[src/rtl/pipe_pkg.sv]
// Shared types and constants for the pipeline hazard controller.
// Holds FSM encodings, the bubble word and the control bundle.
package pipe_pkg;

    localparam int REG_AW_DEF = 5;
    localparam logic [31:0] NOP = 32'b0;
    localparam int TIMER_W = 8;

    typedef enum logic [1:0] {
        BOOT     = 2'd0,
        RUN      = 2'd1,
        MEM_WAIT = 2'd2,
        ST_RSVD  = 2'd3
    } state_t;

    typedef struct packed {
        logic pc_en;
        logic ifid_en;
        logic idex_en;
        logic exwb_en;
        logic ifid_flush;
        logic idex_flush;
    } ctrl_t;

    localparam ctrl_t CTRL_HOLD = '{default: 1'b0};
    localparam ctrl_t CTRL_BOOT = '{
        pc_en: 1'b0, ifid_en: 1'b0, idex_en: 1'b0, exwb_en: 1'b0,
        ifid_flush: 1'b1, idex_flush: 1'b1
    };
    localparam ctrl_t CTRL_FLOW = '{
        pc_en: 1'b1, ifid_en: 1'b1, idex_en: 1'b1, exwb_en: 1'b1,
        ifid_flush: 1'b0, idex_flush: 1'b0
    };
    localparam ctrl_t CTRL_BRANCH = '{
        pc_en: 1'b1, ifid_en: 1'b1, idex_en: 1'b1, exwb_en: 1'b1,
        ifid_flush: 1'b1, idex_flush: 1'b1
    };
    localparam ctrl_t CTRL_LOAD_USE = '{
        pc_en: 1'b0, ifid_en: 1'b0, idex_en: 1'b1, exwb_en: 1'b1,
        ifid_flush: 1'b0, idex_flush: 1'b1
    };

    // A flushed pipeline register reads back as this bubble word.
    function automatic logic is_bubble(input logic [31:0] insn);
        return insn == NOP;
    endfunction

endpackage

[src/rtl/pipeline_ctrl_if.sv]
// Hazard-info and control-enable bundle between datapath and controller.
// master = the controller, slave = the datapath.
interface pipeline_ctrl_if
    import pipe_pkg::*;
#(
    parameter int REG_AW = REG_AW_DEF,
    parameter int CNT_W  = 16
) ();

    logic [REG_AW-1:0] id_rs1;
    logic [REG_AW-1:0] id_rs2;
    logic              id_use_rs1;
    logic              id_use_rs2;
    logic              ex_is_load;
    logic [REG_AW-1:0] ex_rd;
    logic              ex_br_taken;
    logic              dmem_req;
    logic              dmem_ack;

    logic              pc_en;
    logic              ifid_en;
    logic              idex_en;
    logic              exwb_en;
    logic              ifid_flush;
    logic              idex_flush;
    logic              mem_err;
    logic [CNT_W-1:0]  stall_cnt;
    logic [CNT_W-1:0]  flush_cnt;
    logic [1:0]        state;

    modport master (
        input  id_rs1, id_rs2, id_use_rs1, id_use_rs2,
        input  ex_is_load, ex_rd, ex_br_taken, dmem_req, dmem_ack,
        output pc_en, ifid_en, idex_en, exwb_en,
        output ifid_flush, idex_flush, mem_err,
        output stall_cnt, flush_cnt, state
    );

    modport slave (
        output id_rs1, id_rs2, id_use_rs1, id_use_rs2,
        output ex_is_load, ex_rd, ex_br_taken, dmem_req, dmem_ack,
        input  pc_en, ifid_en, idex_en, exwb_en,
        input  ifid_flush, idex_flush, mem_err,
        input  stall_cnt, flush_cnt, state
    );

endinterface

[src/rtl/pipeline_ctrl_sat_counter.sv]
// Saturating up-counter for pipeline event statistics.
// Sticks at all-ones instead of wrapping.
module sat_counter #(
    parameter int W = 16
) (
    input  logic         clk,
    input  logic         reset,
    input  logic         inc,
    output logic [W-1:0] out
);

    // Count events, holding at the maximum value.
    always_ff @(posedge clk or negedge reset) begin
        if (!reset) begin
            out <= '0;
        end else if (inc && !(&out)) begin
            out <= out + 1'b1;
        end
    end

endmodule

[src/rtl/pipeline_ctrl.sv]
// Hazard/sequencing controller for the 4-stage IF-ID-EX-WB pipeline.
// Drives load enables and bubble flushes; freezes on memory misses.
module pipeline_ctrl
    import pipe_pkg::*;
#(
    parameter int REG_AW      = REG_AW_DEF,
    parameter int MEM_TIMEOUT = 15,
    parameter int CNT_W       = 16
) (
    input  logic              clk,
    input  logic              reset,
    pipeline_ctrl_if.master   bus
);

    state_t               state_q;
    state_t               state_d;
    logic [TIMER_W-1:0]   timer_q;
    logic [TIMER_W-1:0]   timer_d;
    logic                 err_q;
    logic                 err_d;
    ctrl_t                ctrl;
    logic                 stall_inc;
    logic                 flush_inc;
    logic                 resume;
    logic                 allow_miss;
    logic                 hazard;
    logic                 miss;
    logic                 tmo;
    logic [REG_AW-1:0]    rs1;
    logic [REG_AW-1:0]    rs2;
    logic [REG_AW-1:0]    rd;
    logic [CNT_W-1:0]     stall_cnt;
    logic [CNT_W-1:0]     flush_cnt;

    assign rs1 = bus.id_rs1;
    assign rs2 = bus.id_rs2;
    assign rd  = bus.ex_rd;

    // Load-use comparator; x0 is never a real producer.
    always_comb begin
        hazard = bus.ex_is_load && (rd != '0) &&
                 ((bus.id_use_rs1 && (rs1 == rd)) ||
                  (bus.id_use_rs2 && (rs2 == rd)));
        miss   = bus.dmem_req && !bus.dmem_ack;
        tmo    = (timer_q == TIMER_W'(MEM_TIMEOUT - 1));
    end

    // Next-state, timer, error flag and per-cycle control decision.
    always_comb begin
        state_d    = state_q;
        timer_d    = timer_q;
        err_d      = err_q;
        ctrl       = CTRL_HOLD;
        stall_inc  = 1'b0;
        flush_inc  = 1'b0;
        resume     = 1'b0;
        allow_miss = 1'b0;

        unique case (state_q)
            BOOT: begin
                ctrl    = CTRL_BOOT;
                state_d = RUN;
            end
            RUN: begin
                resume     = 1'b1;
                allow_miss = 1'b1;
            end
            MEM_WAIT: begin
                if (bus.dmem_ack || tmo) begin
                    resume  = 1'b1;
                    state_d = RUN;
                    if (!bus.dmem_ack) begin
                        err_d = 1'b1;
                    end
                end else begin
                    timer_d   = timer_q + 1'b1;
                    stall_inc = 1'b1;
                end
            end
            default: begin
                state_d = RUN;
            end
        endcase

        // The cycle the memory access finishes behaves like RUN,
        // except a new miss cannot be taken on the same access.
        if (resume) begin
            if (allow_miss && miss) begin
                ctrl      = CTRL_HOLD;
                state_d   = MEM_WAIT;
                timer_d   = '0;
                stall_inc = 1'b1;
            end else if (bus.ex_br_taken) begin
                ctrl      = CTRL_BRANCH;
                flush_inc = 1'b1;
            end else if (hazard) begin
                ctrl      = CTRL_LOAD_USE;
                stall_inc = 1'b1;
            end else begin
                ctrl      = CTRL_FLOW;
            end
        end
    end

    // State, timeout timer and sticky memory error register.
    always_ff @(posedge clk or negedge reset) begin
        if (!reset) begin
            state_q <= BOOT;
            timer_q <= '0;
            err_q   <= 1'b0;
        end else begin
            state_q <= state_d;
            timer_q <= timer_d;
            err_q   <= err_d;
        end
    end

    sat_counter #(.W(CNT_W)) u_stall_cnt (
        .clk   (clk),
        .reset (reset),
        .inc   (stall_inc),
        .out   (stall_cnt)
    );

    sat_counter #(.W(CNT_W)) u_flush_cnt (
        .clk   (clk),
        .reset (reset),
        .inc   (flush_inc),
        .out   (flush_cnt)
    );

    // Drive the control bundle and debug outputs.
    always_comb begin
        bus.pc_en      = ctrl.pc_en;
        bus.ifid_en    = ctrl.ifid_en;
        bus.idex_en    = ctrl.idex_en;
        bus.exwb_en    = ctrl.exwb_en;
        bus.ifid_flush = ctrl.ifid_flush;
        bus.idex_flush = ctrl.idex_flush;
        bus.mem_err    = err_q;
        bus.stall_cnt  = stall_cnt;
        bus.flush_cnt  = flush_cnt;
        bus.state      = state_q;
    end

endmodule

[src/flat_wrapper.sv]
// flat-port wrapper written by rule: the top's interface ports become plain ports
module pipeline_ctrl_flat import pipe_pkg::*;
#(
    parameter int REG_AW      = REG_AW_DEF,
    parameter int MEM_TIMEOUT = 15,
    parameter int CNT_W       = 16
)
  (clk, reset, bus_id_rs1, bus_id_rs2, bus_id_use_rs1, bus_id_use_rs2, bus_ex_is_load, bus_ex_rd, bus_ex_br_taken, bus_dmem_req, bus_dmem_ack, bus_pc_en, bus_ifid_en, bus_idex_en, bus_exwb_en, bus_ifid_flush, bus_idex_flush, bus_mem_err, bus_stall_cnt, bus_flush_cnt, bus_state);
  pipeline_ctrl_if #(.REG_AW(REG_AW), .CNT_W(CNT_W)) bus_i ();
  input  logic clk;
  input  logic reset;
  input wire logic [$bits(bus_i.id_rs1)-1:0] bus_id_rs1;
  input wire logic [$bits(bus_i.id_rs2)-1:0] bus_id_rs2;
  input wire logic [$bits(bus_i.id_use_rs1)-1:0] bus_id_use_rs1;
  input wire logic [$bits(bus_i.id_use_rs2)-1:0] bus_id_use_rs2;
  input wire logic [$bits(bus_i.ex_is_load)-1:0] bus_ex_is_load;
  input wire logic [$bits(bus_i.ex_rd)-1:0] bus_ex_rd;
  input wire logic [$bits(bus_i.ex_br_taken)-1:0] bus_ex_br_taken;
  input wire logic [$bits(bus_i.dmem_req)-1:0] bus_dmem_req;
  input wire logic [$bits(bus_i.dmem_ack)-1:0] bus_dmem_ack;
  output wire logic [$bits(bus_i.pc_en)-1:0] bus_pc_en;
  output wire logic [$bits(bus_i.ifid_en)-1:0] bus_ifid_en;
  output wire logic [$bits(bus_i.idex_en)-1:0] bus_idex_en;
  output wire logic [$bits(bus_i.exwb_en)-1:0] bus_exwb_en;
  output wire logic [$bits(bus_i.ifid_flush)-1:0] bus_ifid_flush;
  output wire logic [$bits(bus_i.idex_flush)-1:0] bus_idex_flush;
  output wire logic [$bits(bus_i.mem_err)-1:0] bus_mem_err;
  output wire logic [$bits(bus_i.stall_cnt)-1:0] bus_stall_cnt;
  output wire logic [$bits(bus_i.flush_cnt)-1:0] bus_flush_cnt;
  output wire logic [$bits(bus_i.state)-1:0] bus_state;
  assign bus_i.id_rs1 = bus_id_rs1;
  assign bus_i.id_rs2 = bus_id_rs2;
  assign bus_i.id_use_rs1 = bus_id_use_rs1;
  assign bus_i.id_use_rs2 = bus_id_use_rs2;
  assign bus_i.ex_is_load = bus_ex_is_load;
  assign bus_i.ex_rd = bus_ex_rd;
  assign bus_i.ex_br_taken = bus_ex_br_taken;
  assign bus_i.dmem_req = bus_dmem_req;
  assign bus_i.dmem_ack = bus_dmem_ack;
  assign bus_pc_en = bus_i.pc_en;
  assign bus_ifid_en = bus_i.ifid_en;
  assign bus_idex_en = bus_i.idex_en;
  assign bus_exwb_en = bus_i.exwb_en;
  assign bus_ifid_flush = bus_i.ifid_flush;
  assign bus_idex_flush = bus_i.idex_flush;
  assign bus_mem_err = bus_i.mem_err;
  assign bus_stall_cnt = bus_i.stall_cnt;
  assign bus_flush_cnt = bus_i.flush_cnt;
  assign bus_state = bus_i.state;
  pipeline_ctrl #(.REG_AW(REG_AW), .MEM_TIMEOUT(MEM_TIMEOUT), .CNT_W(CNT_W)) u_core (.clk(clk), .reset(reset), .bus(bus_i));
endmodule
[config.mk]
export PLATFORM = sky130hd
export DESIGN_NAME = pipeline_ctrl_flat
export DESIGN_NICKNAME = d
export VERILOG_FILES = /design/src/rtl/pipe_pkg.sv /design/src/rtl/pipeline_ctrl_if.sv /design/src/rtl/pipeline_ctrl_sat_counter.sv /design/src/rtl/pipeline_ctrl.sv /design/src/flat_wrapper.sv
export SDC_FILE = /design/constraint.sdc
export NUM_CORES = 1
export LEC_CHECK = 0
export ABC_AREA = 1
export CAP_MARGIN = 20
export CORE_ASPECT_RATIO = 0.5
export CORE_MARGIN = 2
export CORE_UTILIZATION = 50
export DETAILED_ROUTE_END_ITERATION = 8
export PLACE_DENSITY = 0.8
export SETUP_SLACK_MARGIN = 0.05
export SYNTH_ARGS = -nofsm -noshare
export SYNTH_HDL_FRONTEND = slang
export SYNTH_SLANG_ARGS = --single-unit
[constraint.sdc]
create_clock -name clk -period 5.95 [get_ports clk]
set_clock_uncertainty 0.05 [all_clocks]
set_input_delay 1.19 -clock clk [delete_from_list [all_inputs] [get_ports clk]]
set_output_delay 1.19 -clock clk [all_outputs]
set_load 0.03 [all_outputs]
==> metrics.txt <==
fin nets=478; DP Area=3487 µm²; die height=57.21 µm; share of cells above drive strength 1=0.05817; worst setup margin=1.529 ns; Slew @ Worst Pin=0.4725 ns; final worst path period need=4.421 ns; vias=2572; post-route ant nets=0; Die Wd=110.4 µm; overall power=1.432 mW; CP endpoint kind=output port; First-pass DRT Iterations=4; R2R Setup Slk=3.73 ns; largest net degree at the start of global routing=44; slew margin rel.=0.6841; synthesized area per cell=7.393 µm²; Avg WL per Cell=12.10 µm; CTS root buf=clkbuf_16; Top Ports=64; register bit total from synthesis=43; CTS Buf Count=5; clock sink total=43; Async S/R FF share, synth=1.000; total gr overflow=0; vias in the first global route=2417; H-tree Lvls=2; CP Cell Sequence=clkdlybuf4s50_1, inv_1, o21ai_4, nand2_2, a21boi_2, nand2_1, a31oi_1, clkdlybuf4s50_1; Post-Place Setup Slack=1.528 ns; Fin Hold WS=0.4236 ns; Warnings, synthesis=0; Post-CTS Resized=0; Fin. Hold Viols=0; Design Area, Final=3651 µm²; register area share after synthesis=0.3800; cell count after placement=512; total routed wirelength=6291 µm; CP Max Fanout=5; Max Cap Viol=0; DR iter-0 viols=124; max-slew violations=0; Area growth syn-to-layout=28.94%; CP max-delay cell=clkdlybuf4s50_1; final core utilization=0.6677; diode count=0; crit path DAT=3.18 ns; CP required=4.71 ns; total track usage=0.2068; routability cong.=0.8194; leakage power=1.752 nW; Core Footprint=5468 µm²; HPWL Detailed=4492 µm; Post-CTS Setup Inserts=0; final number of setup-violating endpoints=0; Max Clk Rate=226.2 MHz; synthesized area=2831 µm²; Finished Layout Cells=520; TritonCTS clock tree=yes; Peak VDD IR=0.2475 mV; top_reg_cell synth=dfrtp_1; Buffers on Ports=63; Skew-Pair Late Insertion Delay=0.28 ns; ranking of synthesized cells by area=dfrtp_1, nand2_1, inv_1; power per cell area=392.1 nW/µm²; unrepaired setup endpoints after global routing=no; Initial Util=0.5178; Longest Clk Path Bufs=2; Crit Path Class=in -> out; Tcrit/Tclk final=0.7430; Largest stage delay, worst path=0.71 ns; Worst path most repeated cell=clkdlybuf4s50_1; Die ar.=6317 µm²; Synth top area share=0.3800; cts hold-fix bufs=0; initial antenna violation count=0; Worst-path clk slew=0.05 ns; Worst Hold Class=reg -> reg; status=completed; Critical Path Source Type=input pin; row count=19; # DRC=0; first-pass GRT wire length=10730 µm; Yosys top cell by area=dfrtp_1; post-route setup TNS=0 ns; via/cell ratio=4.946; Post-synth EDFFs=0; Post-Synthesis Net Count=414; cell count after synthesis=383; Yosys cell types=30
==> flip-flops by register name, indices dropped and copies added (netlist names) <==
name / cells
u_core.u_flush_cnt.out: 16
u_core.u_stall_cnt.out: 16
u_core.timer_q: 8
u_core.bus.state: 2
u_core.bus.mem_err: 1
==> final cells by class <==
cell class / count / area, µm²
fill: 481 / 1817
multi-input combinational: 283 / 1504
sequential: 43 / 1076
timing repair buffer: 64 / 645.6
inverter: 50 / 190.2
clock buffer: 6 / 138.9
tap: 73 / 91.34
clock inverter: 1 / 5.005
==> worst max-delay path, delay by kind of cell <==
| kind | cells | cell delay (ns) |
|---|---|---|
| buffers and inverters | 3 | 1.26 |
| AOI/OAI and AO/OA | 3 | 0.54 |
| and+or+nand+nor | 2 | 0.19 |
==> worst paths after layout <==
| check | from | to | cells after the start |
|---|---|---|---|
| min in group asynchronous | reset | u_core.u_stall_cnt.out[11] | 1 |
| min | u_core.bus.mem_err | u_core.bus.mem_err | 1 |
| max in group asynchronous | reset | u_core.u_flush_cnt.out[7] | 2 |
| max | bus_dmem_ack | bus_ifid_en | 8 |
| max reg2reg | u_core.timer_q[0] | u_core.u_stall_cnt.out[1] | 11 |
| min reg2reg | u_core.bus.mem_err | u_core.bus.mem_err | 1 |
==> layer usage <==
layer,vias to the layer above,routed length [µm],global-route usage
met5,-,0,0
met4,0,40,0.04643
met3,4,273,0.05526
met2,55,2731,0.3365
met1,1179,3246,0.2832
li1,1334,-,-
==> cells in the mapped netlist (2+ instances only) <==
master	number
nand2_1	121
inv_1	49
dfrtp_1	43
nand3_1	36
nor2_1	34
xor2_1	20
xnor2_1	10
nand4_1	9
ha_1	8
nor3_1	7
o21ai_0	7
o21ai_1	7
a31oi_1	4
buf_4	3
buf_6	3
nand3_2	3
nor2_2	3
a21oi_1	2
nand2_2	2
nor3_2	2
==> cell families after synthesis <==
kind of cell,Yosys count,share of synthesized area
and+or+nand+nor,220,0.3438
adders and majority gates,8,0.03535
AOI/OAI and AO/OA,25,0.05921
buffers and inverters,57,0.08882
xor gates and xnor gates,30,0.09280
DFF,43,0.3800
==> where the power goes <==
part	switching, mW	internal, mW	total, mW
clock network	0.108	0.164	0.272
registers	0.0720	0.355	0.427
logic	0.452	0.281	0.733
==> placed cells by master, fill, tap and decap left out, types with 4 or more instances in the layout <==
cell type,netlist,final
a31oi_1,4,4
o21ai_1,7,7
nand2_1,121,121
clkdlybuf4s50_1,0,62
nor2_1,34,34
nand3_1,36,36
ha_1,8,8
nor3_1,7,7
o21ai_0,7,7
nand4_1,9,9
inv_1,49,49
xnor2_1,10,10
xor2_1,20,20
clkbuf_16,0,5
dfrtp_1,43,43
Power figures use the tool's default switching activity.
